**config.mk**
```make
export PLATFORM = sky130hd
export DESIGN_NAME = jt89_vol_ramp_flat
export DESIGN_NICKNAME = d
export VERILOG_FILES = /design/src/rtl/jt89_pkg.sv /design/src/rtl/jt89_vol_ramp_if.sv /design/src/rtl/jt89_vol_ch.sv /design/src/rtl/jt89_vol_ramp.sv /design/src/flat_wrapper.sv
export SDC_FILE = /design/constraint.sdc
export NUM_CORES = 1
export LEC_CHECK = 0
export CELL_PAD_IN_SITES_DETAIL_PLACEMENT = 1
export CELL_PAD_IN_SITES_GLOBAL_PLACEMENT = 1
export CORE_UTILIZATION = 42
export DETAILED_ROUTE_END_ITERATION = 7
export PLACE_DENSITY = 0.9
export SETUP_SLACK_MARGIN = 0.2
export SYNTH_ARGS = -nofsm -noshare
export SYNTH_HDL_FRONTEND = slang
export SYNTH_SLANG_ARGS = --single-unit
export TNS_END_PERCENT = 5
```
**constraint.sdc**
```tcl
create_clock -name clk -period 2.9 [get_ports clk]
set_input_delay 0.725 -clock clk [delete_from_list [all_inputs] [get_ports clk]]
set_output_delay 0.725 -clock clk [all_outputs]
set_load 0.01 [all_outputs]
```
**src/rtl/jt89_pkg.sv**
```systemverilog
// Shared constants for the JT89 volume ramp: 2 dB attenuation curve and mute code.
package jt89_pkg;

   localparam logic [3:0] ATT_MUTE = 4'd15;

   // Index 0 (loudest) lives in the low slot, index 15 (mute) in the high slot.
   localparam logic [15:0][11:0] ATT_TABLE = {
      12'd0,    12'd163,  12'd205,  12'd258,
      12'd325,  12'd410,  12'd516,  12'd649,
      12'd817,  12'd1029, 12'd1295, 12'd1630,
      12'd2052, 12'd2584, 12'd3253, 12'd4095
   };

endpackage

```
**src/rtl/jt89_vol_ramp_if.sv**
```systemverilog
// Per-channel sample bus: enable, square bits and target volumes in, samples and busy flags out.
interface jt89_vol_ramp_if #(
   parameter int CH = 4,
   parameter int W  = 9
);
   logic                   clk_en;
   logic [CH-1:0]          din;
   logic [CH-1:0][3:0]     vol;
   logic [CH-1:0][W-1:0]   snd;
   logic [CH-1:0]          busy;

   modport master (output clk_en, din, vol, input snd, busy);
   modport slave  (input clk_en, din, vol, output snd, busy);
endinterface

```
**src/rtl/jt89_vol_ch.sv**
```systemverilog
// One channel: attenuation register stepping toward vol, table lookup, registered sample.
module jt89_vol_ch
   import jt89_pkg::*;
#(
   parameter int W       = 9,
   parameter int RAMP    = 16,
   parameter int BIPOLAR = 0
) (
   input  logic         clk,
   input  logic         rst,
   input  logic         clk_en,
   input  logic         step,
   input  logic         din,
   input  logic [3:0]   vol,
   output logic [W-1:0] snd,
   output logic         busy
);
   // Bipolar spends one bit on the sign, so the magnitude is one bit narrower.
   localparam int M = (BIPOLAR != 0) ? W - 1 : W;

   logic [3:0]   att;
   logic [M-1:0] mag;
   logic [W-1:0] nxt;

   always_ff @(posedge clk or posedge rst) begin
      if (rst)
         att <= ATT_MUTE;
      else if (clk_en && (RAMP == 0 || step)) begin
         if (RAMP == 0)
            att <= vol;
         else if (att < vol)
            att <= att + 4'd1;
         else if (att > vol)
            att <= att - 4'd1;
      end
   end

   // Top M bits of the 12-bit entry are the entry shifted right by 12-M.
   assign mag = ATT_TABLE[att][11 -: M];

   generate
      if (BIPOLAR != 0) begin : g_bip
         assign nxt = din ? {1'b0, mag} : W'(0) - {1'b0, mag};
      end else begin : g_uni
         assign nxt = din ? mag : '0;
      end
   endgenerate

   // Sample uses att before this tick's step update.
   always_ff @(posedge clk or posedge rst) begin
      if (rst)
         snd <= '0;
      else if (clk_en)
         snd <= nxt;
   end

   assign busy = (att != vol);

endmodule

```
**src/rtl/jt89_vol_ramp.sv**
```systemverilog
// Volume ramp top: shared step prescaler plus CH independent channel slices.
module jt89_vol_ramp
   import jt89_pkg::*;
#(
   parameter int CH      = 4,
   parameter int W       = 9,
   parameter int RAMP    = 16,
   parameter int BIPOLAR = 0
) (
   input  logic clk,
   input  logic rst,
   jt89_vol_ramp_if.slave bus
);
   logic                 step;
   logic [CH-1:0][W-1:0] snd;
   logic [CH-1:0]        busy;

   generate
      if (RAMP > 1) begin : g_pre
         localparam int            PW   = $clog2(RAMP);
         localparam logic [PW-1:0] LAST = PW'(RAMP - 1);
         logic [PW-1:0] cnt;

         always_ff @(posedge clk or posedge rst) begin
            if (rst)
               cnt <= '0;
            else if (bus.clk_en)
               cnt <= (cnt == LAST) ? '0 : cnt + PW'(1);
         end

         assign step = bus.clk_en && (cnt == LAST);
      end else if (RAMP == 1) begin : g_pre1
         assign step = bus.clk_en;
      end else begin : g_nopre
         // RAMP=0: channels load vol directly, step is never used.
         assign step = 1'b0;
      end
   endgenerate

   generate
      for (genvar n = 0; n < CH; n++) begin : g_ch
         jt89_vol_ch #(
            .W       (W),
            .RAMP    (RAMP),
            .BIPOLAR (BIPOLAR)
         ) u_ch (
            .clk    (clk),
            .rst    (rst),
            .clk_en (bus.clk_en),
            .step   (step),
            .din    (bus.din[n]),
            .vol    (bus.vol[n]),
            .snd    (snd[n]),
            .busy   (busy[n])
         );
      end
   endgenerate

   assign bus.snd  = snd;
   assign bus.busy = busy;

endmodule
```
**src/flat_wrapper.sv**
```systemverilog
// flat-port wrapper written by rule: the top's interface ports become plain ports
module jt89_vol_ramp_flat import jt89_pkg::*;
#(
   parameter int CH      = 4,
   parameter int W       = 9,
   parameter int RAMP    = 16,
   parameter int BIPOLAR = 0
)
  (clk, rst, bus_clk_en, bus_din, bus_vol, bus_snd, bus_busy);
  jt89_vol_ramp_if #(.CH(CH), .W(W)) bus_i ();
  input  logic clk;
  input  logic rst;
  input wire logic [$bits(bus_i.clk_en)-1:0] bus_clk_en;
  input wire logic [$bits(bus_i.din)-1:0] bus_din;
  input wire logic [$bits(bus_i.vol)-1:0] bus_vol;
  output wire logic [$bits(bus_i.snd)-1:0] bus_snd;
  output wire logic [$bits(bus_i.busy)-1:0] bus_busy;
  assign bus_i.clk_en = bus_clk_en;
  assign bus_i.din = bus_din;
  assign bus_i.vol = bus_vol;
  assign bus_snd = bus_i.snd;
  assign bus_busy = bus_i.busy;
  jt89_vol_ramp #(.CH(CH), .W(W), .RAMP(RAMP), .BIPOLAR(BIPOLAR)) u_core (.clk(clk), .rst(rst), .bus(bus_i));
endmodule
```
==> Word level (Yosys, flattened, before mapping) <==
Memory sizes are Yosys's and may differ from the RTL's.
Cells that the tools add are included.
{ "op_classes": {"n_eq_ne": 5, "muxes": 17, "reduce_logical": 10, "addsub": 9, "magnitude_cmp": 12} }
{ "op_table": {"columns": ["cell", "count"], "rows": [
  ["12-bit 2-to-1 mux", 4],
  ["4-bit 2-to-1 mux", 9],
  ["9-bit 2-to-1 mux", 4],
  ["4-bit by 1-bit adder with 4-bit output (second input constant)", 5],
  ["4-bit by 5-bit less-than comparator with 1-bit output (second input constant)", 4],
  ["4-bit greater-than comparator", 4],
  ["4-bit less-than comparator", 4],
  ["4-bit inequality test", 4],
  ["4-bit by 1-bit subtractor with 4-bit output (second input constant)", 4],
  ["2-bit AND reduction", 4],
  ["2-bit nonzero test", 4],
  ["4-bit == test (second input constant)", 1],
  ["1-bit logical AND", 2]
]} }
{ "word_totals": {"output_inout_bits": 40, "regBits": 56, "word_cells": 66, "mem_bits_ro": 768, "inputBits": 23, "mem_count": 4} }
{ "memory_table": {"columns": ["memory", "depth", "width", "rd", "rd_clocked_by_memory_dff", "write_ports", "line_no", "rtl"], "rows": [
  ["(no name shown)", 16, 12, 1, 0, 0, "jt89_vol_ch.sv:39", "assign mag = ATT_TABLE[att][11 -: M];"],
  ["(no name shown)", 16, 12, 1, 0, 0, "jt89_vol_ch.sv:39", null],
  ["(no name shown)", 16, 12, 1, 0, 0, "jt89_vol_ch.sv:39", null],
  ["(no name shown)", 16, 12, 1, 0, 0, "jt89_vol_ch.sv:39", null]
]} }

==> Logic depth before layout (Yosys ltp) <==
{ "logic_depth": {"ltp_word": 4, "mapped_depth": 11, "depth_no_buf": 11} }

==> Hierarchy <==
A second synthesis with hierarchy kept.
{ "unflattened": {"cells_unflattened": 421, "area_unflattened_um2": 3966.3} }
{ "modules_own_cells": {"columns": ["module", "area_per_inst_um2", "n_inst", "seq_area_each_um2", "cells_each"], "rows": [
  ["jt89_vol_ch at u_core.g_ch[2].u_ch ...", 945.9, 2, 330.3, 102],
  ["jt89_vol_ch at u_core.g_ch[1].u_ch", 949.7, 1, 330.3, 101],
  ["jt89_vol_ch at u_core.g_ch[0].u_ch", 933.4, 1, 330.3, 96],
  ["jt89_vol_ramp", 191.4, 1, 100.1, 20]
]} }

==> Worst setup path before layout <==
No wires, ideal clock.
{ "synth_path": {"path_type": "input port to flip-flop", "from": "input bus_vol[15]", "to": "register u_core.g_ch[3].u_ch.att[3]", "setup_slack_ns": 0.491, "arrival_time_ns": 2.321, "path_stages": 10, "n_path_buf": 0, "setup_time_ns": 0.089, "required_ns": 2.811, "path_cell_list": "inv_1 > ha_1 > nand2_1 > o21ai_2 > ha_1 > a21o_1 > a21oi_1 > nor3b_2 > mux2i_1 > xnor2_1"} }
{ "synth_between": {"elab_chain_len": 3, "word_cells_on_any_way": 5, "cone_classes": "order compare: 2; mux: 1; reduce/logical: 2"} }
{ "synth_lines": {"columns": ["element", "line_no", "rtl"], "rows": [
  ["from (decl)", "flat_wrapper.sv:15", "input wire logic [$bits(bus_i.vol)-1:0] bus_vol;"],
  ["4-bit less-than comparator / 4-bit greater-than comparator (equally long branches)", "jt89_vol_ch.sv:31, jt89_vol_ch.sv:33", null],
  ["2-bit nonzero test (no source line)", null, null],
  ["2-bit AND reduction (no source line)", null, null],
  ["to (signal assigned)", "jt89_vol_ch.sv:30", "att <= vol;"],
  ["to (signal assigned)", "jt89_vol_ch.sv:32", "att <= att + 4'd1;"],
  ["to (signal assigned)", "jt89_vol_ch.sv:34", "att <= att - 4'd1;"],
  ["to (decl)", "jt89_vol_ch.sv:21", "logic [3:0] att;"]
]} }
Parallel ways exist; a longest one is shown, timed or not.
A chain may end at the register's enable or synchronous reset.

==> Worst setup path after layout <==
{ "layout_path": {"from": "input bus_vol[10]", "to": "register u_core.g_ch[2].u_ch.att[3]"} }
{ "layout_between": {"elab_chain_len": 3, "word_cells_on_any_way": 5, "cone_classes": "order compare: 2; mux: 1; reduce/logical: 2"} }
{ "layout_lines": {"columns": ["element", "line_no"], "rows": [
  ["4-bit less-than comparator / 4-bit greater-than comparator (equally long branches)", "jt89_vol_ch.sv:31, jt89_vol_ch.sv:33"],
  ["2-bit nonzero test (no source line)", null],
  ["2-bit AND reduction (no source line)", null],
  ["to (signal assigned)", "jt89_vol_ch.sv:30"],
  ["to (signal assigned)", "jt89_vol_ch.sv:32"],
  ["to (signal assigned)", "jt89_vol_ch.sv:34"],
  ["to (decl)", "jt89_vol_ch.sv:21"]
]} }
Parallel ways exist; a longest one is shown, timed or not.

==> impl_metrics.tcl <==
set metrics [dict create \
    crit_fanout 2 \
    setup_viol 0 \
    syn-num-nets 479 \
    port_buffers 62 \
    nets 562 \
    layout_setup_ws_ps 152 \
    relSlewSlack_pct 60.3 \
    peakVddDrop_mv 0.452 \
    grt_busiest_layer "met2" \
    routedWlPerCell_um 17.7 \
    numCtsBuffers 5 \
    postPlaceCellArea_um2 4750 \
    clockBufferDepth 2 \
    syn2layout_area_growth_pct 33.4 \
    hold_class "flip-flop to flip-flop" \
    ys_ff_latch 56 \
    muxShareOfSynthArea_pct 5.73 \
    period_share_pct 94.8 \
    synth_simple_gate_area_share_pct 12.2 \
    start_util_pct 44.2 \
    final_util_pct 58.9 \
    synth_most_common_cell "ha_1" \
    dp_hpwl_mm 7.39 \
    min_to "u_core.g_ch[3].u_ch.snd[4]" \
    hold_start "u_core.g_ch[3].u_ch.snd[4]" \
    synth_cell_types 49 \
    r2r_start "u_core.g_ch[2].u_ch.att[2]" \
    drc 2 \
    synthCells 406 \
    track_usage_pct 21.4 \
    ys_top_cells_by_area "dfrtp_1 26%, ha_1 15%, dfstp_2 11%" \
    arrival_ps 2980 \
    netlist_top_cells_count "46 x ha_1, 45 x inv_1, 40 x dfrtp_1" \
    max_cap_violations 0 \
    clock_skew_ps 2.66 \
    cts.sinks 56 \
    synth_area_per_cell_um2 9.63 \
    synthXorXnorAreaFrac_pct 3.14 \
    critPathLaunchType "primary input" \
    finalCriticalPeriod_ps 2750 \
    cts_tree "yes" \
    rr_worst_depth 10 \
    grt-ovfl-total 0 \
    synthAdderAreaFrac_pct 16.8 \
    die_w_um 98.5 \
    regToRegSetupSlack_ps 340 \
    grt_max_degree 32 \
    seq_area_frac_synth_pct 36.4 \
    synth_top_cell_area_share_pct 25.6 \
    diodes 0 \
    vias 3360 \
    holdBufCountCts 0 \
    synth_top_area_cell "dfrtp_1" \
    synth_compound_area_share_pct 18.2 \
    met1_usage_pct 26.8 \
    async_reset_ff_share_pct 100 \
    timing.rr.end "u_core.g_ch[2].u_ch.att[3]" \
    finalMaxSlewViolations 0 \
    yosys_warnings 0 \
    p_per_area_nw_per_um2 1030 \
    core_um2 8850 \
    dieArea_um2 9700 \
    row_count 34 \
    violations "design-rule violations" \
    critPathKind "primary input to flip-flop" \
    clock_latency_ps 300 \
    total_leakage_power_nw 2.29 \
    final-hold-violation-count 0 \
    synth_edf_count 0 \
    gp_congestion 0.839 \
    grt_pass1_wl_mm 16.8 \
    netlist_area_um2 3910 \
    nFillCells 988 \
    ys.flop_type "dfrtp_1" \
    tightest_slew_ps 595 \
    gr-usage-met3_pct 2.55 \
    critPathCaptureType "flip-flop" \
    outcome "finished with violations" \
    clk_pin_slew_ps 100 \
    hold_depth 1 \
    required_ps 3130 \
    synth_top_family_by_area "compound AO/OA/AOI/OAI gates" \
    drive_gt1_share_pct 24.9 \
    rsz0062_at_grt "true" \
    design_area_um2 5220 \
    met2_usage_pct 39.9 \
    antenna_found_initial 0 \
    vias_per_cell 5.62 \
    first_pass_iters 6 \
    die_h_um 98.5 \
    cts_root_buffer "clkbuf_8" \
    grt_pass1_vias 3432 \
    ant_nets 0 \
    max_freq_mhz 364 \
    ioPinCount 63 \
    place_ws_ps -155 \
    drt_iter0_markers 78 \
    cts-htree-levels 2 \
    totalWireLength_mm 10.6 \
]
==> where the power goes <==
group / switching [mW] / leakage (nW) / total, mW / internal [mW]
combinational: 1.55 / 1.55 / 3.24 / 1.69
clock: 0.263 / 0.0552 / 0.520 / 0.257
sequential: 0.445 / 0.683 / 1.62 / 1.17
==> per-stage QoR <==
step	instances	hold WS, ps	power (mW)	TNS (ps)
after floorplan	406	470	3.20	0
after global placement	580	465	4.14	-244
after CTS	590	501	4.95	0
after detailed placement	580	477	4.35	-920
after global routing	598	520	5.79	0
final	598	497	5.37	0
==> sequential cells by signal, summed over array words and instances (netlist names) <==
register	count
u_core.g_ch.u_ch.att	16
u_core.g_ch.u_ch.snd	36
u_core.g_pre.cnt	4
==> critical path: stages <==
cell and delay [ps]:
clkdlybuf4s50_1 460, inv_1 40, ha_1 280, nand2_2 80, buf_4 140, o21ai_4 160
ha_4 220, a21o_1 190, a21oi_2 160, nor3b_2 200, mux2i_1 120, xnor2_1 200
==> routing by layer <==
layer,routed length (um),up-vias
li1,-,1583
met1,4620,1710
met2,5630,55
met3,235,12
met4,107,0
met5,0,-
==> cell type report <==
cell class              instances  area (um^2)  area share (%)
flip-flops and latches         56         1420            27.3
inverters                      45          169            3.24
clock buffers                   6         72.6            1.39
repair buffers                 98          918            17.6
well taps                     108          135            2.59
clock inverters                 2         35.0           0.672
multi-input cells             283         2460            47.2
==> worst max-delay path by stage <==
| stage | cells past startpoint | slack, ps | to | start |
|---|---|---|---|---|
| after floorplan | 10 | 490 | u_core.g_ch[3].u_ch.att[3] | bus_vol[15] |
| after global placement | 7 | -50 | bus_busy[3] | bus_vol[15] |
| after detailed placement | 12 | -150 | u_core.g_ch[2].u_ch.att[3] | bus_vol[11] |
| after CTS | 7 | 160 | bus_busy[0] | bus_vol[1] |
| after global routing | 12 | 70 | u_core.g_ch[3].u_ch.att[3] | bus_vol[15] |
| final | 12 | 150 | u_core.g_ch[2].u_ch.att[3] | bus_vol[10] |
==> timing repair <==
action,in CTS,in global routing
endpoints found under the setup margin,7,10
pin swaps,5,23
resized for setup,14,45
setup buffers,2,8
==> layout by cell type, fill, tap and decap left out, types with 3 or more instances in the layout <==
| cell type | n |
|---|---|
| a21o_1 | 5 |
| a21oi_1 | 19 |
| a21oi_2 | 13 |
| a221o_1 | 7 |
| a31oi_1 | 5 |
| a32o_1 | 4 |
| buf_4 | 31 |
| buf_6 | 4 |
| clkbuf_8 | 5 |
| clkdlybuf4s15_1 | 3 |
| clkdlybuf4s50_1 | 56 |
| dfrtp_1 | 40 |
| dfstp_2 | 16 |
| fa_1 | 4 |
| ha_1 | 33 |
| ha_4 | 13 |
| inv_1 | 40 |
| inv_2 | 5 |
| mux2_2 | 10 |
| mux2i_1 | 10 |
| nand2_1 | 29 |
| nand2_2 | 4 |
| nand2b_1 | 5 |
| nand3_1 | 11 |
| nand4_1 | 4 |
| nor2_1 | 20 |
| nor2b_1 | 4 |
| nor3b_2 | 4 |
| o2111ai_1 | 3 |
| o211ai_1 | 3 |
| o21ai_0 | 16 |
| o21ai_4 | 4 |
| o2bb2ai_1 | 11 |
| o32ai_1 | 3 |
| or3_1 | 3 |
| xnor2_1 | 10 |
| xor2_1 | 4 |
==> cell families after synthesis <==
family,after synthesis
mux,21
xor+xnor,14
compound gates,102
simple gates,96
fa+ha+maj,50
flops,56
buf+inv,67
Power figures use the tool's default switching activity.
